===== src/rtl/pipe_stage_reg.sv =====
// pipe_stage_reg: generic elastic pipeline stage register.
//
// Moves a {ctrl, data} entry from one pipeline stage to the next under a
// valid/ready handshake. A main entry (M) drives the outputs. A skid entry
// (S) catches the one extra entry that arrives in the cycle back-pressure is
// first seen, which keeps In_Ready purely registered while still sustaining
// one entry per cycle. Flush turns every held entry into a control bubble
// and leaves the data fields alone.
//
// Ports:
//   CLOCK, RESET_N      rising-edge clock, asynchronous active-low reset
//   In_Valid/In_Ready   upstream handshake (In_Ready = skid entry empty)
//   Ctrl_In, Data_In    upstream control / data bundles
//   Out_Valid/Out_Ready downstream handshake (Out_Valid = main entry valid)
//   Ctrl_Out, Data_Out  main-entry bundles (Ctrl_Out optionally gated)
//   Flush               squash all held entries at this edge
//   Occupancy           number of valid entries held (0..2)
module pipe_stage_reg #(
    parameter int              CTRL_W     = 16,
    parameter int              DATA_W     = 128,
    parameter logic [CTRL_W-1:0] CTRL_RESET = '0,
    parameter bit              GATE_CTRL  = 1'b1
) (
    input  logic              CLOCK,
    input  logic              RESET_N,
    input  logic              In_Valid,
    output logic              In_Ready,
    input  logic [CTRL_W-1:0] Ctrl_In,
    input  logic [DATA_W-1:0] Data_In,
    output logic              Out_Valid,
    input  logic              Out_Ready,
    output logic [CTRL_W-1:0] Ctrl_Out,
    output logic [DATA_W-1:0] Data_Out,
    input  logic              Flush,
    output logic [1:0]        Occupancy
);

    typedef struct packed {
        logic              vld;
        logic [CTRL_W-1:0] ctrl;
        logic [DATA_W-1:0] data;
    } entry_t;

    entry_t m_q, s_q;
    entry_t m_d, s_d;
    entry_t in_ent;
    logic   in_xfer;
    logic   out_xfer;

    assign in_ent   = '{vld: 1'b1, ctrl: Ctrl_In, data: Data_In};
    // S empty is exactly the registered ready, so no Out_Ready path reaches In_Ready.
    assign in_xfer  = In_Valid & ~s_q.vld;
    assign out_xfer = m_q.vld & Out_Ready;

    always_comb begin
        m_d = m_q;
        s_d = s_q;
        if (Flush) begin
            // Bubble out everything; data is left as-is to avoid needless toggling.
            m_d.vld  = 1'b0;
            s_d.vld  = 1'b0;
            m_d.ctrl = CTRL_RESET;
            s_d.ctrl = CTRL_RESET;
        end else if (!m_q.vld) begin
            // S is never valid while M is empty.
            if (in_xfer) m_d = in_ent;
        end else if (out_xfer) begin
            if (s_q.vld) begin
                // In_Ready was low, so nothing new can be arriving this edge.
                m_d     = s_q;
                s_d.vld = 1'b0;
            end else if (in_xfer) begin
                m_d = in_ent;
            end else begin
                m_d.vld = 1'b0;
            end
        end else if (in_xfer) begin
            // Stalled with M full: absorb the in-flight entry into the skid slot.
            s_d = in_ent;
        end
    end

    always_ff @(posedge CLOCK or negedge RESET_N) begin
        if (!RESET_N) begin
            m_q <= '{vld: 1'b0, ctrl: CTRL_RESET, data: '0};
            s_q <= '{vld: 1'b0, ctrl: CTRL_RESET, data: '0};
        end else begin
            m_q <= m_d;
            s_q <= s_d;
        end
    end

    assign In_Ready  = ~s_q.vld;
    assign Out_Valid = m_q.vld;
    assign Ctrl_Out  = (GATE_CTRL && !m_q.vld) ? CTRL_RESET : m_q.ctrl;
    assign Data_Out  = m_q.data;
    assign Occupancy = {1'b0, m_q.vld} + {1'b0, s_q.vld};

endmodule


===== config.mk =====
export PLATFORM = sky130hd
export DESIGN_NAME = pipe_stage_reg
export DESIGN_NICKNAME = d
export VERILOG_FILES = /design/src/rtl/pipe_stage_reg.sv
export SDC_FILE = /design/constraint.sdc
export NUM_CORES = 1
export LEC_CHECK = 0
export ABC_AREA = 1
export CORE_MARGIN = 10
export CORE_UTILIZATION = 30
export CTS_BUF_LIST = sky130_fd_sc_hd__clkbuf_8
export CTS_CLUSTER_DIAMETER = 120
export CTS_CLUSTER_SIZE = 30
export DETAILED_ROUTE_END_ITERATION = 6
export PLACE_DENSITY = 0.62
export SKIP_LAST_GASP = 1
export SYNTH_ARGS = -nofsm -noshare
export SYNTH_HDL_FRONTEND = slang
export SYNTH_SLANG_ARGS = --single-unit

===== constraint.sdc =====
create_clock -name CLOCK -period 2.67 [get_ports CLOCK]
set_clock_uncertainty 0.1 [all_clocks]
set_input_delay 0.534 -clock CLOCK [delete_from_list [all_inputs] [get_ports CLOCK]]
set_output_delay 0.534 -clock CLOCK [all_outputs]
set_load 0.01 [all_outputs]

After elaboration in Yosys (flattened, before gate mapping)
Cells that the tools add are included.
Widths: inputs -> output; s select.
- register bits after elaboration: 290
- latch bits: 0
- bits in writable memories: 0
- memory bits (read-only): 0
- input bits: 149
- output and inout port bits: 148
- memories kept: 0
- add/sub/neg operators: 1
- multipliers: 0
- divide/modulo/power cells: 0
- $lt $le $gt $ge: 0
- equality and inequality tests: 5
- shift-type cells: 0
- multiplexer cells: 13
- bitwise operators: 5
- reductions and logical operators: 10
- operators by type and width (operator ; count):
    $mux 145 ; 6
    $mux 144 ; 2
    $mux 17 ; 2
    $mux 16 ; 1
    $reduce_and 4->1 ; 2
    $reduce_and 3->1 ; 2
    $reduce_bool 2->1 ; 3
    $reduce_bool 3->1 ; 2
    $ne 4x4->1 const B ; 1
    $ne 3x2->1 const B ; 1
    $ne 3x3->1 const B ; 1
    $not 1->1 ; 3
    $add 1x1->2 ; 1
    $and 1x1->1 ; 2
    $mux 1 ; 2
    $ne 2x1->1 const B ; 1
    $ne 2x2->1 const B ; 1
    $reduce_and 2->1 ; 1

Depth between registers and ports, before layout
Gate-level depths: netlist (run 1).
- depth in word-level cells: 7
- gate-level depth with buffers: 9
- mapped depth without buffers: 7

Least setup slack after synthesis (run 1)
No wires, ideal clock.
- kind: register to output
- from: register m_q (netlist bit Out_Valid)
- to: output port Ctrl_Out[10]
- arrival time: 1.013 ns
- required time: 2.036 ns
- path slack: 1.023 ns
- stages on the path, launching flop included: 5
- path buffers: 2
- cells stage by stage: dfrtp_1 -> buf_4 -> clkbuf_1 -> nand2_1 -> inv_1
- longest elaborated chain between the ends: 1
- RTL lines (element ; line ; text):
    from (decl) ; 44 ; entry_t m_q, s_q;
    from (signal assigned) ; 85 ; m_q <= '{vld: 1'b0, ctrl: CTRL_RESET, data: '0};
    from (signal assigned) ; 88 ; m_q <= m_d;
    $mux 16 ; 95 ; assign Ctrl_Out = (GATE_CTRL && !m_q.vld) ? CTRL_RESET : m_q.ctrl;
    to (decl) ; 32 ; output logic [CTRL_W-1:0] Ctrl_Out,
No other way between the ends.

Worst setup path in the final report (run 1)
- from: register s_q[144] (netlist bit)
- to: output port Occupancy[0]
- longest elaborated chain between the ends: 1
- RTL lines (element ; line ; text):
    from (decl) ; 44 ;
    from (signal assigned) ; 86 ; s_q <= '{vld: 1'b0, ctrl: CTRL_RESET, data: '0};
    $add 1x1->2 ; 97 ; assign Occupancy = {1'b0, m_q.vld} + {1'b0, s_q.vld};
    to (decl) ; 35 ; output logic [1:0] Occupancy
No other way between the ends.

==> metrics.md, run 1 <==
| Metric | Value |
|---|---|
| Detailed-router iteration count before antenna repair | `7` |
| Comb power frac | `28.1%` |
| Rows | `84` |
| Pleak | `0.0101 uW` |
| Sw Share | `33.2%` |
| Most common cell in the synthesized netlist | `nand2_1` |
| Root buffer cell | `clkbuf_8` |
| Max-slew headroom | `between 20% and 30%` |
| DR vias/cell | `4.61` |
| Core footprint | `~52000 sq um` |
| Starting DRT DRC Count | `913` |
| Total GRT Usage | `between 10% and 20%` |
| Final hold vios | `0` |
| Post-synthesis cell count | `about 2300` |
| GP Congestion | `0.812` |
| Largest net degree at the start of global routing | `between 100 and 150` |
| Switch Pwr | `3630 uW` |
| Max Fclk | `393 MHz` |
| Post-synth top cells | `1400 x nand2_1, 290 x dfrtp_1, 172 x nand3_1` |
| Post-DRT Antenna Nets | `0` |
| Antenna violations before repair | `12` |
| Worst setup SP type | `flip-flop` |
| Worst vdd ir | `roughly 320 uV` |
| First-pass GRT wire length | `between 70000 and 80000 um` |
| CTS Buf Count | `14` |
| Routed length per instance | `15.7 um` |
| Filler cells | `5513` |
| Area of the multi-input gates | `6610 sq um` |
| DP Wirelength | `32100 um` |
| Vias in the first global route | `13900` |
| Syn-to-layout area delta | `18.8%` |
| CTS sink count | `between 200 and 300` |
| Sequential Power Share | `around 53%` |
| Main synth FF type | `dfrtp_1` |
| Final setup vio count | `0` |
| Req. time, crit path | `2.04 ns` |
| Total grt overflow | `0` |
| Clk pwr share | `19.2%` |
| H-tree Lvls | `1` |
| Final WL | `48300 um` |
| PD cells | `581 nW/um^2` |
| IO Port Bufs | `between 200 and 300` |
| Final worst path period share | `95.3%` |
| R2R Setup Slk | `0.40 ns` |
| Worst-path clk slew | `0.18 ns` |
| Synth area leaders | `dfrtp_1 46%, nand2_1 33%, buf_4 6.3%, nand3_1 5.4%, o21ai_0 2.6%` |
| Via count | `14200` |
| Clock Path Buffers | `3` |
| CP arrival | `1.91 ns` |
| Num ports | `297` |
| DRC | `0` |
| CP Class | `flip-flop to output port` |
| Chip height | `between 200 and 250 um` |
| Post-synth EDFFs | `0` |
| CP Capture Type | `output port` |
| Reg2reg path depth | `9` |
| Yosys cell types | `19` |
| Status | `complete, no violations` |
| Syn_area_per_cell | `6.91 sq um` |
| Setup TNS | `0 ns` |
| Die Area | `62500 sq um` |
| Clk Latency, worst-skew pair | `about 0.58 ns` |
| Synthesized flop and latch total | `290` |
| Worst min path class | `input port to asynchronous set/reset pin` |
| Synth top area share | `45.7%` |
| Synth area leader | `dfrtp_1` |
| Max-slew violation count | `0` |
| Ys async rst share | `100%` |
| Layout cells sized above 1 | `3.10%` |
| Least-Margin Pin Slew | `1.09 ns` |
| Crit path time final | `about 2.5 ns` |
| Power Internal | `roughly 7300 uW` |
| Peak fanout along the critical path | `2` |
| Initial Utilization | `30.3%` |
| Mapped cell area | `about 16000 sq um` |
| Die W | `250 um` |
| Synthesized Nets | `approximately 2400` |
| Max-cap check violation count | `0` |
| Register Area | `7260 sq um` |
| CTS tree | `built` |
| Final #Nets | `between 2000 and 3000` |
| Dpl ws | `0.175 ns` |
| Seq/Total Area, Yosys | `between 40% and 50%` |
| Yosys warns | `0` |
| PnR worst setup slack | `0.125 ns` |
==> critical path, cell delays in order, from the launching register on <==
cell and delay, ns:
dfrtp_4 0.53, ha_1 0.28, clkdlybuf4s50_1 0.53
==> metal layers <==
layer / share of wire (%) / up-vias / global-route usage, %
met3: 7.4 / 52 / 4.14
met2: 46 / 385 / 25.1
met1: 45 / 6708 / 19.5
met5: 0.22 / - / 0
li1: - / 7018 / -
met4: 1.3 / 18 / 2.98
==> cell families after synthesis <==
logic type / after synthesis / share of synthesized area [%]
fa+ha+maj: 1 / 0.0789
simple gates: 1577 / 38.8
compound gates: 84 / 2.67
flops: 290 / 45.7
buf+inv: 345 / 12.7
==> layout by cell type, fill, tap and decap left out, drive strengths merged <==
cell              n
buf              40
ha                1
diode             2
clkbuf           16
dfrtp           290
nand4             1
o31ai             1
nand3           173
clkdlybuf4s50   295
or2               1
o21ai            82
nor2              2
a31oi             1
inv              80
dlygate4sd3       1
nand2          1400
clkinv            1
==> stage by stage <==
stage          instances  util (%)  hold slack, ns  total power, uW  cell area (sq um)
3_3_place_gp        3048      35.3           0.361             8890              18500
3_5_place_dp        3048      35.3           0.364             8970              18500
2_1_floorplan       2297         -           0.138             7780              15900
4_1_cts             3072      35.9           0.351            11100              18800
6_report            3075      35.9           0.374            10900              18800
5_1_grt             3074      35.9           0.379            11700              18800
==> registers in the layout (all words and copies together), names as in the netlist <==
signal     flops
Data_Out     128
s_q          145
Out_Valid      1
m_q           16
==> layout make-up <==
type                       count  share of cell area (%)
sequential                   290                    38.5
multi-input combinational   1662                    35.1
timing repair buffer         336                    18.8
tap                          688                    4.57
inverter                      76                    1.58
clock buffer                  16                    1.17
clock inverter                 5                   0.239
antenna                        2                  0.0266
==> repair_timing <==
item	4_1_cts	5_1_grt
pin swaps	0	0
setup endpoints to repair	13	12
hold buffers	1	0
hold endpoints to repair	54	0
resized for setup	1	1
setup buffers	2	1
==> worst paths after layout <==
kind,start,end
worst max-delay path,s_q[144],Occupancy[0]
worst min-delay path,RESET_N,s_q[101]
worst max register to register,s_q[144],Data_Out[68]
worst min register to register,Data_Out[59],Data_Out[59]
max in group asynchronous,RESET_N,s_q[48]
min in group CLOCK,Data_Out[59],Data_Out[59]
==> power groups by stage <==
stage,sequential [uW],combinational (uW),clock [uW]
after floorplan,5710,2080,0
after global placement,5820,3070,0
after detailed placement,5850,3120,0
after CTS,5770,3140,2230
after global routing,5890,3470,2350
final,5770,3080,2100
(Power assumes the default switching activity.)
==> run 2, diff against run 1 <==
--- a/config.mk
+++ b/config.mk
@@ -6,7 +6,7 @@
 export NUM_CORES = 1
 export LEC_CHECK = 0
 export ABC_AREA = 1
-export CORE_MARGIN = 10
+export CORE_MARGIN = 2
 export CORE_UTILIZATION = 30
 export CTS_BUF_LIST = sky130_fd_sc_hd__clkbuf_8
 export CTS_CLUSTER_DIAMETER = 120
==> run 2 against run 1 <==
  * Sequential share of layout area fell by 0.097 points
  * Cell count rose by 0.16%
  * Routed wire length fell by 5.2%
  * Clock-buffer cell count fell by 1
  * Sequential power barely moved
  * Core utilization rose by 0.091 points
  * Combinational power barely moved
  * Via count fell by 0.28%
  * Hold slack improved by 0.017 ns
  * Flip-flop and latch count did not move
  * Maximum frequency fell by 0.56%
  * Register-to-register slack improved by 0.14 ns
==> metrics.md, run 2 (same netlist as run 1, synthesis figures left out) <==
| Metric | Value |
|---|---|
| Status | `complete, no violations` |
| Req. time, crit path | `2.04 ns (about the same)` |
| Comb power frac | `27.8% (-0.3 points)` |
| Worst vdd ir | `434 uV (+37%)` |
| Peak fanout along the critical path | `3 (+1)` |
| Total GRT Usage | `16.5% (+1.3 points)` |
| Largest Register | `s_q` |
| Worst R2R Start | `s_q[144]` |
| Max Fclk | `391 MHz (-0.56%)` |
| First-pass GRT wire length | `73000 um (-7.1%)` |
| H-tree Lvls | `1 (unchanged)` |
| Slowest-stage cell, CP | `dfrtp_4` |
| Switch Pwr | `3680 uW (+1.4%)` |
| Antenna violations before repair | `8 (-4)` |
| Largest net degree at the start of global routing | `170 (+20%)` |
| Pleak | `0.0101 uW (+0.14%)` |
| Power Internal | `7320 uW (+0.13%)` |
| Least-Margin Pin Slew | `0.800 ns (-0.291 ns)` |
| Dpl ws | `0.257 ns (+0.0822 ns)` |
| Die W | `234 um (-6.4%)` |
| Max-slew violation count | `0 (unchanged)` |
| Clk Latency, worst-skew pair | `0.59 ns (about the same)` |
| Layout cells sized above 1 | `3.22% (+0.12 points)` |
| CP Capture Type | `output port` |
| PnR worst setup slack | `0.111 ns (-0.0144 ns)` |
| Total grt overflow | `0 (unchanged)` |
| Max reg flops | `145 (unchanged)` |
| CP arrival | `1.93 ns (+0.02 ns)` |
| CTS tree | `built` |
| Max-cap check violation count | `0 (unchanged)` |
| Rows | `84 (unchanged)` |
| Worst R2R End | `Data_Out[27]` |
| Worst setup SP type | `flip-flop` |
| CTS Buf Count | `15 (+1)` |
| Final setup vio count | `0 (unchanged)` |
| Max-slew headroom | `46.6% (+19 points)` |
| GP Congestion | `0.784 (-3.5%)` |
| Crit path time final | `2.56 ns (+0.0144 ns)` |
| Vias in the first global route | `13500 (-2.8%)` |
| Chip height | `234 um (-6.4%)` |
| Filler cells | `5404 (-2.0%)` |
| Detailed-router iteration count before antenna repair | `5 (-2)` |
| Clock Path Buffers | `3 (unchanged)` |
| Post-DRT Antenna Nets | `0 (unchanged)` |
| Sequential Power Share | `52.4% (-0.3 points)` |
| Clk pwr share | `19.8% (+0.6 points)` |
| Worst-path clk slew | `0.18 ns (about the same)` |
| PD cells | `582 nW/um^2 (+0.31%)` |
| Via count | `14100 (-0.28%)` |
| Critical path, cell by cell | `ha_1, clkdlybuf4s50_1` |
| DP Wirelength | `29700 um (-7.6%)` |
| Register Area | `7260 sq um (unchanged)` |
| Final worst path period share | `95.9% (+0.54 points)` |
| Final hold vios | `0 (unchanged)` |
| Syn-to-layout area delta | `19.1%` |
| CP Class | `flip-flop to output port` |
| Die Area | `54700 sq um (-12%)` |
| CTS sink count | `290 (unchanged)` |
| Initial Utilization | `30.3% (unchanged)` |
| Sw Share | `33.4% (+0.29 points)` |
| Reg2reg path depth | `9 (unchanged)` |
| DR vias/cell | `4.59 (-0.44%)` |
| Min Hold Slack | `0.391 ns (+0.0166 ns)` |
| Root buffer cell | `clkbuf_8` |
| Num ports | `297 (unchanged)` |
| CP peak stage delay | `0.54 ns (about the same)` |
| Worst min path class | `input port to asynchronous set/reset pin` |
| Most frequent cells in the layout | `1400 x nand2_1, 295 x clkdlybuf4s50_1, 288 x dfrtp_1, 171 x nand3_1, 82 x o21ai_0` |
| DRC | `0 (unchanged)` |
| Final #Nets | `2533 (+0.12%)` |
| RSZ-0062 raised after global routing | `false` |
| Core footprint | `52400 sq um (unchanged)` |
| Commonest non-fill, non-tap cell in the layout | `nand2_1` |
| Final WL | `45800 um (-5.2%)` |
| Routed length per instance | `14.9 um (-5.3%)` |
| IO Port Bufs | `296 (unchanged)` |
| Area of the multi-input gates | `6610 sq um (unchanged)` |
| Setup TNS | `0 ns (unchanged)` |
| Starting DRT DRC Count | `906 (-0.77%)` |
| R2R Setup Slk | `0.54 ns (+0.14 ns)` |
==> run 2: cell types whose count changed in the layout (fill, tap and decap cells not counted) <==
cell,before,now
clkinv_8,0,3
clkbuf_8,16,15
inv_6,2,1
buf_4,17,20
diode_2,2,4
inv_12,0,1
inv_8,2,1
buf_6,1,0
==> run 2: area by class of cell <==
| cell class | instances | area share, % |
|---|---|---|
| sequential | 290 | 38.4 |
| multi-input combinational | 1662 | 35.0 |
| timing repair buffer | 338 | 18.8 |
| tap | 688 | 4.56 |
| inverter | 76 | 1.58 |
| clock buffer | 15 | 1.09 |
| clock inverter | 7 | 0.477 |
| antenna | 4 | 0.0530 |
==> run 2: how the worst max path moves through the flow <==
stage	to	slack, ns	from
floorplan	Ctrl_Out[10]	1.02	Out_Valid
global placement	Data_Out[18]	0.27	Out_Ready
detailed placement	Data_Out[9]	0.26	Out_Ready
CTS	Occupancy[0]	0.05	s_q[144]
global route	Ctrl_Out[1]	0.01	Out_Valid
finish	Occupancy[0]	0.11	s_q[144]
==> run 2: through the flow <==
stage          utilization, %  instance area [sq um]  std cells  total power (uW)
6_report                 36.0                  18900       3080             11000
5_1_grt                  36.0                  18900       3078             11800
4_1_cts                  36.0                  18900       3076             11200
3_5_place_dp             35.3                  18500       3048              8930
3_3_place_gp             35.3                  18500       3048              8850
2_1_floorplan               -                  15900       2297              7780
==> run 2: what timing repair did <==
item / CTS / global route
hold buffers: 1 / 0
endpoints found under the setup margin: 13 / 0
hold endpoints to repair: 60 / 0
setup buffers: 5 / 0
resized for setup: 1 / 0
==> run 2: power by group through the flow <==
stage | logic [uW] | clock network, uW | registers (uW)
CTS | 3110 | 2320 | 5770
detailed placement | 3080 | 0 | 5850
floorplan | 2080 | 0 | 5710
global route | 3440 | 2470 | 5880
global placement | 3020 | 0 | 5830
finish | 3060 | 2170 | 5760
==> run 2: routing by layer <==
metal	vias to the layer above	global-route usage, %	share of wire [%]
met5	-	0	0.087
met4	8	3.94	1.7
met3	54	3.54	6.5
met2	394	27.7	46
met1	6656	21.6	46
li1	7030	-	-
==> run 2: worst max-delay path: cells and delay by family, from the launching register on <==
family	cells	cell delay, ns
adder cells (fa/ha/maj)	1	0.28
buffers and inverters	1	0.52
flip-flops	1	0.54
